## config.mk

```make
export PLATFORM = sky130hd
export DESIGN_NAME = seq_restoring_divider
export DESIGN_NICKNAME = d
export VERILOG_FILES = /design/src/rtl/seq_restoring_divider.sv
export SDC_FILE = /design/constraint.sdc
export NUM_CORES = 1
export LEC_CHECK = 0
export CORE_MARGIN = 4
export CORE_UTILIZATION = 25
export CTS_BUF_LIST = sky130_fd_sc_hd__clkbuf_8
export CTS_CLUSTER_DIAMETER = 40
export CTS_CLUSTER_SIZE = 20
export DETAILED_ROUTE_END_ITERATION = 8
export GPL_TIMING_DRIVEN = 0
export PLACE_DENSITY = 0.45
export SLEW_MARGIN = 20
export SYNTH_ARGS = -nofsm -noshare
export SYNTH_HDL_FRONTEND = slang
export SYNTH_SLANG_ARGS = --single-unit
```

## constraint.sdc

```tcl
create_clock -name clk -period 2.2 [get_ports clk]
set_clock_uncertainty 0.15 [all_clocks]
set_input_delay 0.66 -clock clk [delete_from_list [all_inputs] [get_ports clk]]
set_output_delay 0.66 -clock clk [all_outputs]
set_load 0.02 [all_outputs]
```

## src/rtl/seq_restoring_divider.sv

```systemverilog
// Iterative restoring divider: one quotient bit per clock, one operation in flight,
// valid/ready handshake on both the operand and the result side.
module seq_restoring_divider #(
    parameter int DIVIDEND_W = 8,
    parameter int DIVISOR_W  = 4
) (
    input  logic                  clk,
    input  logic                  rst_n,
    input  logic                  in_valid,
    output logic                  in_ready,
    input  logic [DIVIDEND_W-1:0] dividend,
    input  logic [DIVISOR_W-1:0]  divisor,
    output logic                  out_valid,
    input  logic                  out_ready,
    output logic [DIVIDEND_W-1:0] quotient,
    output logic [DIVISOR_W-1:0]  remainder,
    output logic                  div_zero,
    output logic                  busy
);

    localparam int CNT_W = (DIVIDEND_W > 1) ? $clog2(DIVIDEND_W) : 1;
    localparam logic [CNT_W-1:0] LAST_CNT = CNT_W'(DIVIDEND_W - 1);

    typedef enum logic [1:0] {
        IDLE = 2'd0,
        BUSY = 2'd1,
        DONE = 2'd2
    } state_t;

    state_t state, state_nxt;

    // Dividend bits leave at the MSB while quotient bits enter at the LSB.
    logic [DIVIDEND_W-1:0] shreg;
    logic [DIVISOR_W-1:0]  divisor_q;
    logic [DIVISOR_W:0]    part;
    logic [CNT_W-1:0]      cnt;

    logic                  accept;
    logic                  consume;
    logic                  zero_div;
    logic                  last_step;
    logic [DIVISOR_W:0]    trial;
    logic                  qbit;
    logic [DIVISOR_W:0]    part_nxt;

    assign accept    = in_valid && in_ready;
    assign consume   = out_valid && out_ready;
    assign zero_div  = (divisor_q == '0);
    // A zero divisor spends a single BUSY cycle so its result appears one edge after accept.
    assign last_step = zero_div || (cnt == LAST_CNT);

    // Previous partial remainder is below the divisor, so its top bit is always zero.
    assign trial    = {part[DIVISOR_W-1:0], shreg[DIVIDEND_W-1]};
    assign qbit     = (trial >= {1'b0, divisor_q});
    assign part_nxt = qbit ? (trial - {1'b0, divisor_q}) : trial;

    assign in_ready  = (state == IDLE);
    assign out_valid = (state == DONE);
    assign busy      = (state == BUSY);

    // NOTE: sequential state uses non-blocking assignments so every register
    // samples pre-edge values regardless of statement order.
    always_ff @(posedge clk or negedge rst_n) begin
        if (!rst_n) begin
            state <= IDLE;
        end else begin
            state <= state_nxt;
        end
    end

    // NOTE: state_nxt gets a default before the case so no path can infer a latch.
    always_comb begin
        state_nxt = state;
        unique case (state)
            IDLE: if (accept)    state_nxt = BUSY;
            BUSY: if (last_step) state_nxt = DONE;
            DONE: if (consume)   state_nxt = IDLE;
            default:             state_nxt = IDLE;
        endcase
    end

    always_ff @(posedge clk or negedge rst_n) begin
        if (!rst_n) begin
            shreg     <= '0;
            divisor_q <= '0;
            part      <= '0;
            cnt       <= '0;
        end else if (state == IDLE) begin
            if (accept) begin
                shreg     <= dividend;
                divisor_q <= divisor;
                part      <= '0;
                cnt       <= '0;
            end
        end else if (state == BUSY) begin
            shreg <= {shreg[DIVIDEND_W-2:0], qbit};
            part  <= part_nxt;
            cnt   <= cnt + 1'b1;
        end
    end

    // Result registers change only on the BUSY -> DONE edge and hold through IDLE.
    always_ff @(posedge clk or negedge rst_n) begin
        if (!rst_n) begin
            quotient  <= '0;
            remainder <= '0;
            div_zero  <= 1'b0;
        end else if (state == BUSY && last_step) begin
            if (zero_div) begin
                quotient  <= '1;
                remainder <= shreg[DIVISOR_W-1:0];
                div_zero  <= 1'b1;
            end else begin
                quotient  <= {shreg[DIVIDEND_W-2:0], qbit};
                remainder <= part_nxt[DIVISOR_W-1:0];
                div_zero  <= 1'b0;
            end
        end
    end

endmodule

```

==> results of run 1 <==
-- critical path, stage by stage (launching register included) --
cell,delay (ns)
sky130_fd_sc_hd__dfrtp_2,0.45
sky130_fd_sc_hd__nor2_2,0.16
sky130_fd_sc_hd__buf_6,0.16
sky130_fd_sc_hd__clkdlybuf4s15_2,0.26
-- report_power, final --
part | total, µW | switching, µW | internal, µW
sequential | 1220 | 277 | 938
combinational | 2080 | 1070 | 1010
clock | 718 | 234 | 484
total | 4010 | 1580 | 2430
-- stage by stage --
stage | cells | TNS (ns) | instance area [µm²]
after floorplan | 156 | 0 | 1640
after global placement | 264 | -17.93 | 2050
after detailed placement | 265 | -1.00 | 2060
after CTS | 275 | -0.0222 | 2240
after global routing | 281 | 0 | 2300
final | 281 | 0 | 2300
-- cells by family (layout without fill, tap and decap cells) --
logic type,after synthesis,after routing,synth area share [%]
adders and majority gates,7,7,5.79
DFF,34,34,51.8
xor gates and xnor gates,1,1,0.533
muxes,16,16,10.2
AOI/OAI and AO/OA,42,42,16.1
and+or+nand+nor,43,43,12.0
buffers and inverters,13,61,3.58
-- timing repair --
item | CTS | global route
cloned | 0 | 0
setup buffers | 2 | 6
pin swaps | 1 | 0
endpoints found under the setup margin | 5 | 9
gates resized for setup | 12 | 7
-- sequential cells by signal, summed over array words and instances, names as in the netlist --
register   count
shreg          8
div_zero       1
quotient       8
divisor_q      4
cnt            3
remainder      4
state          2
part           4
-- path summary, 6_finish.rpt --
check                                   from           to  slack [ns]  depth (start not counted)
worst max-delay path                state[0]     in_ready        0.08                          3
min in group clk                 quotient[0]  quotient[0]        0.33                          1
worst min register to register   quotient[0]  quotient[0]        0.33                          1
worst min-delay path                   rst_n  quotient[6]        0.09                          1
max in group asynchronous              rst_n      part[0]        1.38                          2
worst max register to register  divisor_q[2]      part[3]        0.19                          7
-- layout make-up --
cell class | count | area (µm²)
Inverter | 8 | 32.5
Sequential cell | 34 | 853
Multi-Input combinational cell | 109 | 758
Fill cell | 649 | 4050
Clock inverter | 2 | 60.1
Buffer | 5 | 35.0
Timing Repair Buffer | 40 | 380
Clock buffer | 6 | 82.6
Tap cell | 77 | 96.3
-- cell usage in the layout (no fill, tap or decap), types with 4 or more instances in the layout --
master	synthesis	layout
sky130_fd_sc_hd__dfrtp_1	34	32
sky130_fd_sc_hd__clkdlybuf4s50_1	0	27
sky130_fd_sc_hd__nand2_1	22	22
sky130_fd_sc_hd__o21ai_0	21	21
sky130_fd_sc_hd__nor2_1	12	11
sky130_fd_sc_hd__mux2i_1	10	9
sky130_fd_sc_hd__buf_4	0	8
sky130_fd_sc_hd__inv_1	7	7
sky130_fd_sc_hd__mux2_2	6	6
sky130_fd_sc_hd__ha_1	6	6
sky130_fd_sc_hd__clkbuf_8	0	6
sky130_fd_sc_hd__o21ai_1	4	4
sky130_fd_sc_hd__a22oi_1	4	4
-- metal layers --
metal  track usage [%]  wire length [µm]  vias up
met5                 0                 0        -
met4              4.06                43        0
met3              2.95               215        5
met2              17.7              1900       26
met1              14.3              1910      618
li1                  -                 -      644
==> flow_results.xml, run 1 <==
<?xml version="1.0" encoding="UTF-8"?>
<metrics>
  <group name="outcome">
    <metric name="outcome" unit="">completed</metric>
  </group>
  <group name="place">
    <metric name="dpl_worst_slack" unit="ns">-0.185</metric>
    <metric name="gp_congestion" unit="">0.713</metric>
    <metric name="port-buffer-count" unit="">31</metric>
    <metric name="place.detailed.hpwl" unit="µm">3040</metric>
  </group>
  <group name="global_routing">
    <metric name="via_count_of_the_first_global_routing_pass" unit="">1308</metric>
    <metric name="grt_start_max_net_pins" unit="">25</metric>
    <metric name="grt_pass1_wl" unit="µm">6550</metric>
    <metric name="grt_antenna_before_repair" unit="">0</metric>
    <metric name="global_route.usage.total" unit="%">11.0</metric>
    <metric name="overflow" unit="">0</metric>
  </group>
  <group name="logic_synthesis">
    <metric name="synthesis.area" unit="µm²">1640</metric>
    <metric name="postSynthAreaPerCell" unit="µm²">10.5</metric>
    <metric name="syn_nets" unit="">179</metric>
    <metric name="dominant_cells_by_area_after_synthesis" unit="">sky130_fd_sc_hd__dfrtp_1, sky130_fd_sc_hd__o21ai_0, sky130_fd_sc_hd__mux2i_1, sky130_fd_sc_hd__nand2_1, sky130_fd_sc_hd__ha_1</metric>
    <metric name="post_synth_most_frequent_cells" unit="">sky130_fd_sc_hd__dfrtp_1, sky130_fd_sc_hd__nand2_1, sky130_fd_sc_hd__o21ai_0</metric>
    <metric name="ys_warn_count" unit="">0</metric>
    <metric name="synth_largest_area_cell" unit="">sky130_fd_sc_hd__dfrtp_1</metric>
    <metric name="synthMostInstantiatedCell" unit="">sky130_fd_sc_hd__dfrtp_1</metric>
    <metric name="share_of_the_synthesized_area_in_the_top_cell_type" unit="%">51.8</metric>
    <metric name="asyncSetResetFlopFracSynth" unit="%">100</metric>
    <metric name="netlist_instances" unit="">156</metric>
    <metric name="post_synth_num_cell_types" unit="">33</metric>
    <metric name="postSynthRegisterBits" unit="">34</metric>
    <metric name="synth_sequential_area_ratio" unit="%">51.8</metric>
    <metric name="synth-edff-count" unit="">0</metric>
    <metric name="ys.flop_type" unit="">sky130_fd_sc_hd__dfrtp_1</metric>
  </group>
  <group name="clock_tree">
    <metric name="worstSkewPairLatency" unit="ns">0.29</metric>
    <metric name="clock_sinks" unit="">34</metric>
    <metric name="cts_hold_repair.buffers" unit="">0</metric>
    <metric name="tritoncts" unit="">done</metric>
    <metric name="root_buffer" unit="">sky130_fd_sc_hd__clkbuf_8</metric>
    <metric name="clockBufferDepth" unit="">2</metric>
    <metric name="numCtsBuffers" unit="">5</metric>
    <metric name="htree_levels" unit="">2</metric>
    <metric name="clk_transition_reported_paths" unit="ns">0.07</metric>
  </group>
  <group name="sta">
    <metric name="max_slew.worst_pin.slew" unit="ns">0.630</metric>
    <metric name="final_worst_hold_slack" unit="ns">0.0926</metric>
    <metric name="finalHoldViolations" unit="">0</metric>
    <metric name="timing.final.setup_violations" unit="">0</metric>
    <metric name="slew_headroom" unit="%">57.7</metric>
    <metric name="max_clock_freq" unit="GHz">0.472</metric>
    <metric name="post_route_setup_slack" unit="ns">0.0821</metric>
    <metric name="rsz0062_at_grt" unit="">false</metric>
    <metric name="finalWorstPathRequiredPeriod" unit="ns">2.12</metric>
    <metric name="maxSlewViolCount" unit="">0</metric>
    <metric name="finalCritPeriodShare" unit="%">96.3</metric>
  </group>
  <group name="run">
    <metric name="maxCapViolCount" unit="">0</metric>
  </group>
  <group name="power_and_ir_drop">
    <metric name="totalPowerFinal" unit="µW">4010</metric>
    <metric name="ir_worst_vdd" unit="µV">528</metric>
    <metric name="powerDensity" unit="nW/µm²">1740</metric>
    <metric name="power.leakage" unit="µW">0.000999</metric>
  </group>
  <group name="drt">
    <metric name="num_vias" unit="">1293</metric>
    <metric name="drt_first_iter_violations" unit="">52</metric>
    <metric name="drt-wirelength-per-cell" unit="µm">14.5</metric>
    <metric name="routed_via_density" unit="">4.60</metric>
    <metric name="post-route-drc-count" unit="">0</metric>
    <metric name="detail-route-antenna-nets" unit="">0</metric>
    <metric name="route.final.wire_length" unit="µm">4070</metric>
    <metric name="detailedRoute.firstPassIterationCount" unit="">4</metric>
  </group>
  <group name="cells_and_area">
    <metric name="area_delta_synth_final" unit="%">39.9</metric>
    <metric name="num-nets-final" unit="">226</metric>
    <metric name="layout-drive-gt1-share" unit="%">20.1</metric>
    <metric name="finalCoreUtilization" unit="%">36.2</metric>
    <metric name="insertedDiodeCount" unit="">0</metric>
  </group>
  <group name="worst_setup_path">
    <metric name="cp_capture_type" unit="">output pin</metric>
    <metric name="setup.worst_path.class" unit="">reg2out</metric>
    <metric name="worst_ep_required_time" unit="ns">1.39</metric>
    <metric name="crit_path_start_kind" unit="">register</metric>
    <metric name="crit_path_max_fanout" unit="">9</metric>
    <metric name="critical_path_arrival" unit="ns">1.31</metric>
  </group>
  <group name="floorplan">
    <metric name="floorplan.initialDensity" unit="%">25.9</metric>
    <metric name="top_level_pins" unit="">32</metric>
    <metric name="die-area" unit="µm²">7930</metric>
    <metric name="floorplan.die.height" unit="µm">89.1</metric>
    <metric name="core_area" unit="µm²">6350</metric>
    <metric name="num_rows" unit="">29</metric>
    <metric name="die-width" unit="µm">89.1</metric>
  </group>
  <group name="min_path">
    <metric name="worstHoldPathType" unit="">in2async</metric>
  </group>
</metrics>
(Power assumes the default switching activity.)
==> inputs of run 2 (changes only) <==
--- a/config.mk
+++ b/config.mk
@@ -12,7 +12,7 @@
 export CTS_CLUSTER_SIZE = 20
 export DETAILED_ROUTE_END_ITERATION = 8
 export GPL_TIMING_DRIVEN = 0
-export PLACE_DENSITY = 0.45
+export PLACE_DENSITY = 0.54
 export SLEW_MARGIN = 20
 export SYNTH_ARGS = -nofsm -noshare
 export SYNTH_HDL_FRONTEND = slang
==> run 2 against run 1 <==
Compared with the run above: global-route usage fell by 0.23 points; maximum frequency fell by 0.58%; flip-flop and latch count did not move; register-to-register slack got worse by 0.02 ns; critical endpoint is now busy; non-clock buffer count fell by 6; largest cell class unchanged; clock-buffer cell count fell by 1; highest routed layer unchanged; total power fell by 6.1%; cell area fell by 3.5%.
==> flow_results.xml, run 2 (same netlist as run 1, synthesis figures left out) <==
<?xml version="1.0" encoding="UTF-8"?>
<metrics>
  <group name="outcome">
    <metric name="outcome" unit="">completed</metric>
  </group>
  <group name="global_routing">
    <metric name="via_count_of_the_first_global_routing_pass" unit="">1284</metric>
    <metric name="grt_pass1_wl" unit="µm">6470</metric>
    <metric name="global_route.usage.total" unit="%">10.8</metric>
    <metric name="overflow" unit="">0</metric>
    <metric name="grt_start_max_net_pins" unit="">25</metric>
    <metric name="grt_antenna_before_repair" unit="">0</metric>
  </group>
  <group name="worst_setup_path">
    <metric name="cp_capture_type" unit="">output pin</metric>
    <metric name="worst_ep_required_time" unit="ns">1.39</metric>
    <metric name="rrSetupSlack" unit="ns">0.17</metric>
    <metric name="path_cells" unit="">nand2b_4 -&gt; inv_4 -&gt; clkdlybuf4s15_2</metric>
    <metric name="timing.rr.end" unit="">remainder[1]</metric>
    <metric name="reg2reg_launch_point" unit="">divisor_q[2]</metric>
    <metric name="ff2ff_path_depth" unit="">8</metric>
    <metric name="cpMaxStageDelayCell" unit="">sky130_fd_sc_hd__dfrtp_1</metric>
    <metric name="cpPeakStageDelay" unit="ns">0.44</metric>
    <metric name="crit_path_start_kind" unit="">register</metric>
    <metric name="setup.worst_path.class" unit="">reg2out</metric>
    <metric name="critical_path_arrival" unit="ns">1.32</metric>
    <metric name="timing.critical_path.max_delay_family" unit="">flip-flops</metric>
    <metric name="critical_path_startpoint" unit="">state[1]</metric>
    <metric name="path_depth" unit="">3</metric>
    <metric name="crit_path_max_fanout" unit="">8</metric>
    <metric name="path_buf_inv" unit="">2</metric>
    <metric name="timing.critical_path.to" unit="">busy</metric>
  </group>
  <group name="floorplan">
    <metric name="die-area" unit="µm²">7930</metric>
    <metric name="num_rows" unit="">29</metric>
    <metric name="floorplan.initialDensity" unit="%">25.9</metric>
    <metric name="die-width" unit="µm">89.1</metric>
    <metric name="floorplan.die.height" unit="µm">89.1</metric>
    <metric name="core_area" unit="µm²">6350</metric>
    <metric name="top_level_pins" unit="">32</metric>
  </group>
  <group name="clock_tree">
    <metric name="clk_transition_reported_paths" unit="ns">0.07</metric>
    <metric name="htree_levels" unit="">2</metric>
    <metric name="clockBufferDepth" unit="">2</metric>
    <metric name="tritoncts" unit="">done</metric>
    <metric name="worstSkewPairLatency" unit="ns">0.28</metric>
    <metric name="root_buffer" unit="">sky130_fd_sc_hd__clkbuf_8</metric>
    <metric name="clock_sinks" unit="">34</metric>
    <metric name="cts_hold_repair.buffers" unit="">0</metric>
    <metric name="numCtsBuffers" unit="">5</metric>
  </group>
  <group name="sta">
    <metric name="finalCritPeriodShare" unit="%">96.8</metric>
    <metric name="rsz0062_at_grt" unit="">false</metric>
    <metric name="timing.final.setup_violations" unit="">0</metric>
    <metric name="finalHoldViolations" unit="">0</metric>
    <metric name="max_clock_freq" unit="GHz">0.469</metric>
    <metric name="slew_headroom" unit="%">60.5</metric>
    <metric name="maxSlewViolCount" unit="">0</metric>
    <metric name="post_route_setup_slack" unit="ns">0.0697</metric>
    <metric name="max_slew.worst_pin.slew" unit="ns">0.588</metric>
    <metric name="finalWorstPathRequiredPeriod" unit="ns">2.13</metric>
  </group>
  <group name="place">
    <metric name="dpl_worst_slack" unit="ns">-0.149</metric>
    <metric name="place.detailed.hpwl" unit="µm">2900</metric>
    <metric name="dp.cells" unit="">265</metric>
    <metric name="gp_congestion" unit="">0.789</metric>
    <metric name="port-buffer-count" unit="">31</metric>
  </group>
  <group name="min_path">
    <metric name="worstHoldPathType" unit="">in2async</metric>
  </group>
  <group name="drt">
    <metric name="drt_first_iter_violations" unit="">77</metric>
    <metric name="detailedRoute.firstPassIterationCount" unit="">4</metric>
    <metric name="routed_via_density" unit="">4.63</metric>
    <metric name="num_vias" unit="">1272</metric>
    <metric name="drt-wirelength-per-cell" unit="µm">14.5</metric>
    <metric name="post-route-drc-count" unit="">0</metric>
    <metric name="route.final.wire_length" unit="µm">3980</metric>
    <metric name="detail-route-antenna-nets" unit="">0</metric>
  </group>
  <group name="cells_and_area">
    <metric name="final_cell_count_no_fill" unit="">275</metric>
    <metric name="area_delta_synth_final" unit="%">35.0</metric>
    <metric name="layout-drive-gt1-share" unit="%">16.7</metric>
    <metric name="layout.cells.most_common_list" unit="">sky130_fd_sc_hd__dfrtp_1, sky130_fd_sc_hd__clkdlybuf4s50_1, sky130_fd_sc_hd__nand2_1, sky130_fd_sc_hd__o21ai_0, sky130_fd_sc_hd__nor2_1</metric>
    <metric name="fill_cells" unit="">650</metric>
    <metric name="most_frequent_standard_cell_in_the_layout_excluding_fill_and_tap_cells" unit="">sky130_fd_sc_hd__dfrtp_1</metric>
    <metric name="insertedDiodeCount" unit="">0</metric>
    <metric name="reg.largest.list" unit="">quotient (8), shreg (8)</metric>
    <metric name="num-nets-final" unit="">220</metric>
  </group>
  <group name="power_and_ir_drop">
    <metric name="powerDensity" unit="nW/µm²">1700</metric>
    <metric name="ir_worst_vdd" unit="µV">559</metric>
    <metric name="power.leakage" unit="µW">0.000960</metric>
  </group>
  <group name="run">
    <metric name="maxCapViolCount" unit="">0</metric>
  </group>
</metrics>
-- run 2: changes by cell type in the layout (fill, tap and decap cells not counted) --
cell / previous run / this run
sky130_fd_sc_hd__buf_4: 8 / 2
sky130_fd_sc_hd__bufinv_16: 2 / 1
sky130_fd_sc_hd__clkbuf_8: 6 / 5
sky130_fd_sc_hd__inv_1: 7 / 9
-- run 2: repair_timing --
item / CTS / global route
pin swaps: 1 / 0
gates resized for setup: 11 / 8
setup buffers: 2 / 0
setup endpoints to repair: 5 / 8
-- run 2: metal layers --
metal	track usage, %	vias to the layer above	part of all wire [%]	wire length [µm]
met5	0	-	0	0
met4	2.84	0	0.95	38
met3	4.24	4	5.2	209
met2	16.1	21	45	1790
met1	14.7	614	49	1940
li1	-	633	-	-
-- run 2: area by class of cell --
| class | instances | area (µm²) | share of cell area (%) |
|---|---|---|---|
| Clock inverter | 3 | 37.5 | 1.69 |
| Inverter | 8 | 32.5 | 1.47 |
| Buffer | 5 | 35.0 | 1.58 |
| Multi-Input combinational cell | 109 | 758 | 34.2 |
| Sequential cell | 34 | 853 | 38.5 |
| Tap cell | 77 | 96.3 | 4.35 |
| Timing Repair Buffer | 34 | 335 | 15.1 |
| Clock buffer | 5 | 68.8 | 3.10 |
-- run 2: worst min path at each step --
stage                     slack, ns         from          end
after floorplan                0.21        rst_n       cnt[0]
after global placement         0.31  quotient[4]  quotient[4]
after detailed placement       0.32  quotient[1]  quotient[1]
after CTS                       0.1        rst_n  quotient[4]
after global routing           0.10        rst_n  quotient[4]
final                          0.09        rst_n  quotient[4]
-- run 2: worst register-to-register path: cells and delay by family, from the launching register on --
kind                     cells  cell delay [ns]
flip-flops                   1             0.41
adder cells (fa/ha/maj)      1             0.34
buffers and inverters        2             0.21
multiplexers                 1             0.25
AO/OA/AOI/OAI                4             0.55
-- run 2: power by group --
group          total, µW  leakage, µW  internal (µW)  switching [µW]
combinational       1980     0.000480            945            1040
clock                551    0.0000607            330             221
sequential          1230     0.000420            939             291
total               3760     0.000960           2210            1550
-- run 2: per-stage QoR --
| stage | total power [µW] | cell area (µm²) | hold WS, ns | util [%] | TNS, ns |
|---|---|---|---|---|---|
| 4_1_cts | 3720 | 2200 | 0.0964 | 34.6 | -0.0203 |
| 3_3_place_gp | 3040 | 2050 | 0.314 | 32.3 | -15.67 |
| 3_5_place_dp | 3070 | 2060 | 0.322 | 32.5 | -1.07 |
| 2_1_floorplan | 2430 | 1640 | 0.214 | - | 0 |
| 6_report | 3760 | 2220 | 0.0912 | 34.9 | 0 |
| 5_1_grt | 4070 | 2220 | 0.102 | 34.9 | 0 |
==> inputs of run 3 (changes only) <==
--- a/config.mk
+++ b/config.mk
@@ -7,7 +7,7 @@
 export LEC_CHECK = 0
 export CORE_MARGIN = 4
 export CORE_UTILIZATION = 25
-export CTS_BUF_LIST = sky130_fd_sc_hd__clkbuf_8
+export CTS_BUF_LIST = sky130_fd_sc_hd__clkbuf_4 sky130_fd_sc_hd__clkbuf_8 sky130_fd_sc_hd__clkbuf_16
 export CTS_CLUSTER_DIAMETER = 40
 export CTS_CLUSTER_SIZE = 20
 export DETAILED_ROUTE_END_ITERATION = 8
@@ -17,3 +17,4 @@
 export SYNTH_ARGS = -nofsm -noshare
 export SYNTH_HDL_FRONTEND = slang
 export SYNTH_SLANG_ARGS = --single-unit
+export TNS_END_PERCENT = 20
==> run 3 against run 2 <==
Compared with the run above: final cell count is 0.73% lower; largest power group unchanged; first-iteration DRC count is 21% lower; clock power is 6.0% higher; global-route usage is 0.13 points lower; highest routed layer unchanged; largest cell class unchanged; combinational power hardly changed; die area stayed put; critical endpoint is now in_ready; critical path depth stayed put.
==> flow_results.xml, run 3 (same netlist as run 1, synthesis figures left out) <==
<?xml version="1.0" encoding="UTF-8"?>
<metrics>
  <group name="sta">
    <metric name="rsz0062_at_grt" unit="">true</metric>
    <metric name="post_route_setup_slack" unit="ns">0.00979</metric>
    <metric name="setup_total_negative_slack" unit="ns">0</metric>
    <metric name="finalHoldViolations" unit="">0</metric>
    <metric name="maxSlewViolCount" unit="">0</metric>
    <metric name="finalWorstPathRequiredPeriod" unit="ns">2.19</metric>
    <metric name="timing.final.setup_violations" unit="">0</metric>
    <metric name="max_clock_freq" unit="GHz">0.457</metric>
    <metric name="max_slew.worst_pin.slew" unit="ns">0.586</metric>
    <metric name="finalCritPeriodShare" unit="%">99.6</metric>
    <metric name="final_worst_hold_slack" unit="ns">0.0913</metric>
    <metric name="slew_headroom" unit="%">60.7</metric>
  </group>
  <group name="floorplan">
    <metric name="die-width" unit="µm">89.1</metric>
    <metric name="floorplan.initialDensity" unit="%">25.9</metric>
    <metric name="core_area" unit="µm²">6350</metric>
    <metric name="die-area" unit="µm²">7930</metric>
    <metric name="top_level_pins" unit="">32</metric>
    <metric name="num_rows" unit="">29</metric>
    <metric name="floorplan.die.height" unit="µm">89.1</metric>
  </group>
  <group name="worst_setup_path">
    <metric name="rrSetupSlack" unit="ns">0.12</metric>
    <metric name="crit_path_start_kind" unit="">register</metric>
    <metric name="worst_ep_required_time" unit="ns">1.39</metric>
    <metric name="critical_path_arrival" unit="ns">1.38</metric>
    <metric name="crit_path_max_fanout" unit="">10</metric>
    <metric name="ff2ff_path_depth" unit="">7</metric>
    <metric name="setup.worst_path.class" unit="">reg2out</metric>
    <metric name="timing.rr.end" unit="">part[0]</metric>
    <metric name="cp_capture_type" unit="">output pin</metric>
    <metric name="reg2reg_launch_point" unit="">divisor_q[2]</metric>
  </group>
  <group name="drt">
    <metric name="drt_first_iter_violations" unit="">61</metric>
    <metric name="detail-route-antenna-nets" unit="">0</metric>
    <metric name="route.final.wire_length" unit="µm">3960</metric>
    <metric name="routed_via_density" unit="">4.63</metric>
    <metric name="post-route-drc-count" unit="">0</metric>
    <metric name="detailedRoute.firstPassIterationCount" unit="">4</metric>
    <metric name="drt-wirelength-per-cell" unit="µm">14.5</metric>
    <metric name="num_vias" unit="">1265</metric>
  </group>
  <group name="place">
    <metric name="port-buffer-count" unit="">31</metric>
    <metric name="place.detailed.hpwl" unit="µm">2900</metric>
    <metric name="dpl_worst_slack" unit="ns">-0.149</metric>
    <metric name="gp_congestion" unit="">0.789</metric>
  </group>
  <group name="outcome">
    <metric name="outcome" unit="">completed</metric>
  </group>
  <group name="global_routing">
    <metric name="via_count_of_the_first_global_routing_pass" unit="">1272</metric>
    <metric name="global_route.usage.total" unit="%">10.7</metric>
    <metric name="grt_antenna_before_repair" unit="">0</metric>
    <metric name="grt_pass1_wl" unit="µm">6380</metric>
    <metric name="overflow" unit="">0</metric>
    <metric name="grt_start_max_net_pins" unit="">25</metric>
  </group>
  <group name="cells_and_area">
    <metric name="num-nets-final" unit="">218</metric>
    <metric name="most_frequent_standard_cell_in_the_layout_excluding_fill_and_tap_cells" unit="">sky130_fd_sc_hd__dfrtp_1</metric>
    <metric name="area_delta_synth_final" unit="%">35.5</metric>
    <metric name="layout.cells.most_common_list" unit="">sky130_fd_sc_hd__dfrtp_1, sky130_fd_sc_hd__clkdlybuf4s50_1, sky130_fd_sc_hd__nand2_1, sky130_fd_sc_hd__o21ai_0, sky130_fd_sc_hd__nor2_1</metric>
    <metric name="layout-drive-gt1-share" unit="%">16.3</metric>
    <metric name="insertedDiodeCount" unit="">0</metric>
    <metric name="reg.largest.list" unit="">quotient (8), shreg (8)</metric>
    <metric name="finalCoreUtilization" unit="%">35.1</metric>
  </group>
  <group name="power_and_ir_drop">
    <metric name="totalPowerFinal" unit="µW">3790</metric>
    <metric name="powerDensity" unit="nW/µm²">1700</metric>
    <metric name="ir_worst_vdd" unit="µV">595</metric>
    <metric name="power.leakage" unit="µW">0.000960</metric>
  </group>
  <group name="clock_tree">
    <metric name="clock_sinks" unit="">34</metric>
    <metric name="tritoncts" unit="">done</metric>
    <metric name="post-cts-setup-buffers" unit="">0</metric>
    <metric name="clk_transition_reported_paths" unit="ns">0.07</metric>
    <metric name="clockBufferDepth" unit="">2</metric>
    <metric name="cts_hold_repair.buffers" unit="">0</metric>
    <metric name="root_buffer" unit="">sky130_fd_sc_hd__clkbuf_8</metric>
    <metric name="numCtsBuffers" unit="">5</metric>
    <metric name="htree_levels" unit="">2</metric>
    <metric name="worstSkewPairLatency" unit="ns">0.28</metric>
  </group>
  <group name="run">
    <metric name="maxCapViolCount" unit="">0</metric>
  </group>
  <group name="min_path">
    <metric name="worstHoldPathType" unit="">in2async</metric>
  </group>
</metrics>
run 3: layout make-up:
type / instances / area (µm²)
clock buffer: 7 / 83.8
inverter: 8 / 32.5
sequential: 34 / 852
timing repair buffer: 32 / 327
tap: 77 / 96.3
fill: 646 / 4120
clock inverter: 1 / 30.0
buffer: 5 / 35.0
multi-input combinational: 109 / 769
run 3: worst max-delay path by stage:
stage                 start       end  slack [ns]  depth (start not counted)
2_1_floorplan  divisor_q[2]   part[0]        0.19                          7
3_3_place_gp          rst_n   part[0]       -0.44                          1
3_5_place_dp       state[1]      busy       -0.15                          3
4_1_cts            state[1]      busy       -0.02                          3
5_1_grt            state[0]  in_ready       -0.05                          3
6_report           state[0]  in_ready        0.01                          3
run 3: stage by stage:
step | area, µm² | cells
after global placement | 2050 | 264
final | 2230 | 273
after floorplan | 1640 | 156
after detailed placement | 2060 | 265
after CTS | 2200 | 273
after global routing | 2230 | 273
run 3: repair_timing:
action / in CTS / in global routing
pin swaps: 1 / 0
endpoints found under the setup margin: 5 / 11
resized for setup: 13 / 6
run 3: power by group:
group	leakage, µW	internal, µW	switching, µW
Clock	0.0000593	364	221
Combinational	0.000480	934	1050
Sequential	0.000420	937	289
Total	0.000960	2230	1560
run 3: routing by layer:
layer | GRT usage, % | vias up | routed length (µm)
met1 | 14.5 | 613 | 1940
met4 | 2.84 | 0 | 39
li1 | - | 625 | -
met5 | 0 | - | 0
met3 | 4.24 | 4 | 215
met2 | 15.9 | 23 | 1770
run 3: worst max-delay path: stages (launching register included):
cell                              delay [ns]
sky130_fd_sc_hd__dfrtp_1                0.46
sky130_fd_sc_hd__nor2_2                 0.17
sky130_fd_sc_hd__buf_6                  0.18
sky130_fd_sc_hd__clkdlybuf4s15_2        0.27
==> edit 1, RTL diff (config.mk and constraints of run 1) <==
Register the inputs `dividend` and `divisor` before use, without a reset. The logic sees them one clock later. The other inputs are not delayed to match. Comments in the files are not updated.
--- a/src/rtl/seq_restoring_divider.sv
+++ b/src/rtl/seq_restoring_divider.sv
@@ -26,6 +26,14 @@
         BUSY = 2'd1,
         DONE = 2'd2
     } state_t;
+
+    logic [DIVIDEND_W-1:0] dividend_q;
+    logic [DIVISOR_W-1:0] divisor_r;
+
+    always_ff @(posedge clk) begin
+        dividend_q <= dividend;
+        divisor_r  <= divisor;
+    end
 
     state_t state, state_nxt;
 
@@ -87,8 +95,8 @@
             cnt       <= '0;
         end else if (state == IDLE) begin
             if (accept) begin
-                shreg     <= dividend;
-                divisor_q <= divisor;
+                shreg     <= dividend_q;
+                divisor_q <= divisor_r;
                 part      <= '0;
                 cnt       <= '0;
             end
Function: changed (a bounded check fails within 4 cycles, from zero or initial values and one cycle with rst_n low).
==> edit 1 against run 1 <==
Die area up 13%; sequential power up 17%; final area rose by 10%; register-to-register slack got worse by 0.04 ns; global-route usage shrank 0.56 points; area after synthesis increased by 15%; power up 1.6%; first-iteration DRC count shrank 35%; wire length is 3.1% higher; core utilization down 1.5 points; sequential cell count increased by 12; worst setup slack got worse by 0.035 ns; non-clock buffer count is the same.
==> edit 1: results (changes against run 1) <==
Layout clock area frac=0.0420 (was 0.0621); pwr dens=1610 nW/um2 (was 1740 nW/um2); post-route insts no fill=315 (was 281); layout cell share with drive strength beyond 1=0.176 (was 0.201); register area=1090 um2 (was 853 um2); most instantiated cells after synthesis=34 x dfrtp_1, 22 x nand2_1, 21 x o21ai_0 (unchanged); Largest regs=dividend_q (8), quotient (8), shreg (8) (was quotient (8), shreg (8)); Critical Path Source=state[1]$_DFFE_PN0P_ (was state[0]$_DFFE_PN0P_); CP arrival=1.34 ns (was 1.31 ns); outcome=complete, no violations (unchanged); Avg Inst Size Synth=11.2 um2 (was 10.5 um2); fraction of area in multi-input gates=0.298 (was 0.330); Worst R2R Setup Slack=0.15 ns (was 0.19 ns); Routed wire per std cell=13.3 um (was 14.5 um); Placed Cells=299 (was 265); number of synthesized register bits=46 (was 34); worst setup path endpoint=busy (was in_ready); Slew @ Worst Pin=0.755 ns (was 0.630 ns); Post-DP Area=2330 um2 (was 2060 um2); first-pass GRT wire length=6.99 mm (was 6.55 mm); RD Place Congestion=0.740 (was 0.713); syn_nets=191 (was 179); DP HPWL=3.11 mm (was 3.04 mm); final net count=238 (was 226); Setup WS pre-CTS=-0.152 ns (was -0.185 ns); r2r worst-path depth=5 (was 7); multi-input logic area=756 um2 (was 758 um2); Netlist cell types=34 (was 33); worst r2r src=divisor_q[0]$_DFFE_PN0P_ (was divisor_q[2]$_DFFE_PN0P_); fillers=784 (was 649); Iter 0 DRT Violations=34 (was 52); FFs w/ async S/R, synth=0.739 (was 1.00); top post-synthesis cells by area=dfrtp_1 45%, dfxtp_1 13%, o21ai_0 5.6%, mux2i_1 5.3%, nand2_1 4.4% (was dfrtp_1 52%, o21ai_0 6.4%, mux2i_1 6.1%, nand2_1 5.0%, ha_1 4.6%); Seq group=0.00143 W (was 0.00122 W); hold slack=0.0730 ns (was 0.0926 ns); combinational power=0.00204 W (was 0.00208 W); reg2reg end=remainder[2]$_DFFE_PN0P_ (was part[3]$_DFFE_PN0P_); number of global-route vias before repair=1376 (was 1308); Sw Ratio=0.391 (was 0.393); Core Util, Final=0.347 (was 0.362); Vias/cell=4.24 (was 4.60); Leak=1.09 nW (was 0.999 nW); Resize count post-CTS=11 (was 12); signal buffers share of area=0.166 (was 0.181); crit-path max FO=8 (was 9); gr usage total=0.105 (was 0.110); Seq/Total Area, Yosys=0.579 (was 0.518)
[edit 1: changes by cell type in the layout (fill, tap and decap cells not counted), sizes merged]
| cell | delta |
|---|---|
| inv | +2 |
| clkbuf | -1 |
| clkdlybuf4s15 | +1 |
| buf | -1 |
| bufinv | -1 |
| dfxtp | +12 |
[edit 1: logic make-up (layout without fill, tap and decap cells)]
| family | count (synthesis) | in the layout | synth area share |
|---|---|---|---|
| adders and majority gates | 7 | 7 | 0.0505 |
| buffers and inverters | 13 | 61 | 0.0312 |
| and+or+nand+nor | 43 | 43 | 0.104 |
| AOI/OAI and AO/OA | 42 | 42 | 0.141 |
| xor gates and xnor gates | 1 | 1 | 0.00465 |
| DFF | 46 | 46 | 0.579 |
| muxes | 16 | 16 | 0.0890 |
[edit 1: routing by layer]
metal	global-route usage	vias up	wire length [um]	share of wire
li1	-	679	-	-
met1	0.141	630	2060	0.49
met2	0.154	25	1900	0.45
met3	0.0367	2	193	0.046
met4	0.0397	0	40	0.0095
met5	0	-	0	0
==> edit 2, RTL diff (config.mk and constraints of run 1) <==
Made on the original files. Set the parameter `DIVIDEND_W` to 16 (it was 8).
--- a/src/rtl/seq_restoring_divider.sv
+++ b/src/rtl/seq_restoring_divider.sv
@@ -1,7 +1,7 @@
 // Iterative restoring divider: one quotient bit per clock, one operation in flight,
 // valid/ready handshake on both the operand and the result side.
 module seq_restoring_divider #(
-    parameter int DIVIDEND_W = 8,
+    parameter int DIVIDEND_W = 16,
     parameter int DIVISOR_W  = 4
 ) (
     input  logic                  clk,
Interface: changed (resized dividend and quotient); port bits go from 32 to 48. No check against the original RTL was run, so the function may have changed too.
==> edit 2 against run 1 <==
Die area is 41% higher; critical path depth is 2 lower; wire length is 54% higher; largest power group unchanged; core utilization is 1.7 points lower; via count is 44% higher; highest routed layer unchanged; cell count is 51% higher; power is 28% higher; area after synthesis is 46% higher; sequential power is 42% higher; final area is 39% higher; worst setup slack worse by 0.0067 ns; register-to-register slack worse by 0.06 ns; sequential cell count is 17 higher; fmax is 0.32% lower.
==> edit 2: results (changes against run 1) <==
Seq/Total Area, Yosys=0.534 (was 0.518); Slew HR=0.555 (was 0.577); Clock Pin Slew Worst Setup and Hold Paths=0.10 ns (was 0.07 ns); met1 wire length=3.13 mm (was 1.91 mm); signal buffers share of area=0.183 (was 0.181); hold slack=0.222 ns (was 0.0926 ns); outcome=complete, no violations (unchanged); Avg Inst Size Synth=10.2 um2 (was 10.5 um2); M2 GR Usage=0.178 (was 0.177); fin crit period=2.12 ns (about the same); most instantiated cells after synthesis=61 x nand2_1, 51 x dfrtp_1, 31 x o21ai_0 (was 34 x dfrtp_1, 22 x nand2_1, 21 x o21ai_0); worst skew pair latency=0.31 ns (was 0.29 ns); layout cell share with drive strength beyond 1=0.159 (was 0.201); reg2reg end=remainder[0]$_DFFE_PN0P_ (was part[3]$_DFFE_PN0P_); CP max stage cell=clkdlybuf4s50_1 (was dfrtp_2); largest net degree at the start of global routing=52 (was 25); Iter 0 DRT Violations=77 (was 52); VDD IR max=0.510 mV (was 0.528 mV); worst r2r src=divisor_q[1]$_DFFE_PN0P_ (was divisor_q[2]$_DFFE_PN0P_); crit-path max FO=2 (was 9); fillers=983 (was 649); Placed Cells=411 (was 265); multi-input logic area=1040 um2 (was 758 um2); crit-path leading delay family=buffers and inverters (was flip-flops); Seq/total area=0.398 (was 0.371); Port Buffers=47 (was 31); Repair and plain buffers=64 (was 45); Critical Path Source=remainder[0]$_DFFE_PN0P_ (was state[0]$_DFFE_PN0P_); DP HPWL=4.43 mm (was 3.04 mm); Worst R2R Setup Slack=0.13 ns (was 0.19 ns); Largest regs=quotient (16), shreg (16) (was quotient (8), shreg (8)); top post-synthesis cells by area=dfrtp_1 53%, nand2_1 9.6%, mux2i_1 7.5%, o21ai_0 6.5%, ha_1 2.6% (was dfrtp_1 52%, o21ai_0 6.4%, mux2i_1 6.1%, nand2_1 5.0%, ha_1 4.6%); metal3 WL=220 um (was 215 um); multi-input gates=166 (was 109); Vias/cell=4.40 (was 4.60); Netlist cell types=38 (was 33); Total Routed Length=6.28 mm (was 4.07 mm); Setup WS pre-CTS=-0.418 ns (was -0.185 ns); RD Place Congestion=0.760 (was 0.713); metal2 WL=2.84 mm (was 1.90 mm); post-route insts no fill=424 (was 281); num sequential=51 (was 34); met3 GRT Util=0.0239 (was 0.0295); gr usage total=0.119 (was 0.110); clk_buf instances=5 (was 6); syn_nets=265 (was 179); final net count=325 (was 226); Leak=1.44 nW (was 0.999 nW); Layout clock area frac=0.0332 (was 0.0621)
-- edit 2: timing repair --
action	CTS	global route
resized for setup	12	10
setup endpoints to repair	5	10
buffers inserted	2	4
pin swaps	3	2
-- edit 2: cells by family after synthesis --
group           Yosys count  synth area share
simple gates             81             0.148
compound gates           55             0.141
flops                    51             0.534
mux                      23            0.0989
buf+inv                  18            0.0408
fa+ha+maj                 6            0.0345
xor+xnor                  1           0.00366
-- edit 2: per-stage QoR --
| stage | TNS [ns] | cell area [um2] |
|---|---|---|
| 6_report | 0 | 3200 |
| 3_3_place_gp | -71.37 | 3020 |
| 2_1_floorplan | 0 | 2390 |
| 4_1_cts | 0 | 3150 |
| 3_5_place_dp | -0.572 | 3020 |
| 5_1_grt | 0 | 3200 |
-- edit 2: power by group --
group | switching [W] | internal, W | leakage, nW
Combinational | 0.00148 | 0.00127 | 0.755
Sequential | 0.000339 | 0.00139 | 0.635
Clock | 0.000324 | 0.000333 | 0.0502
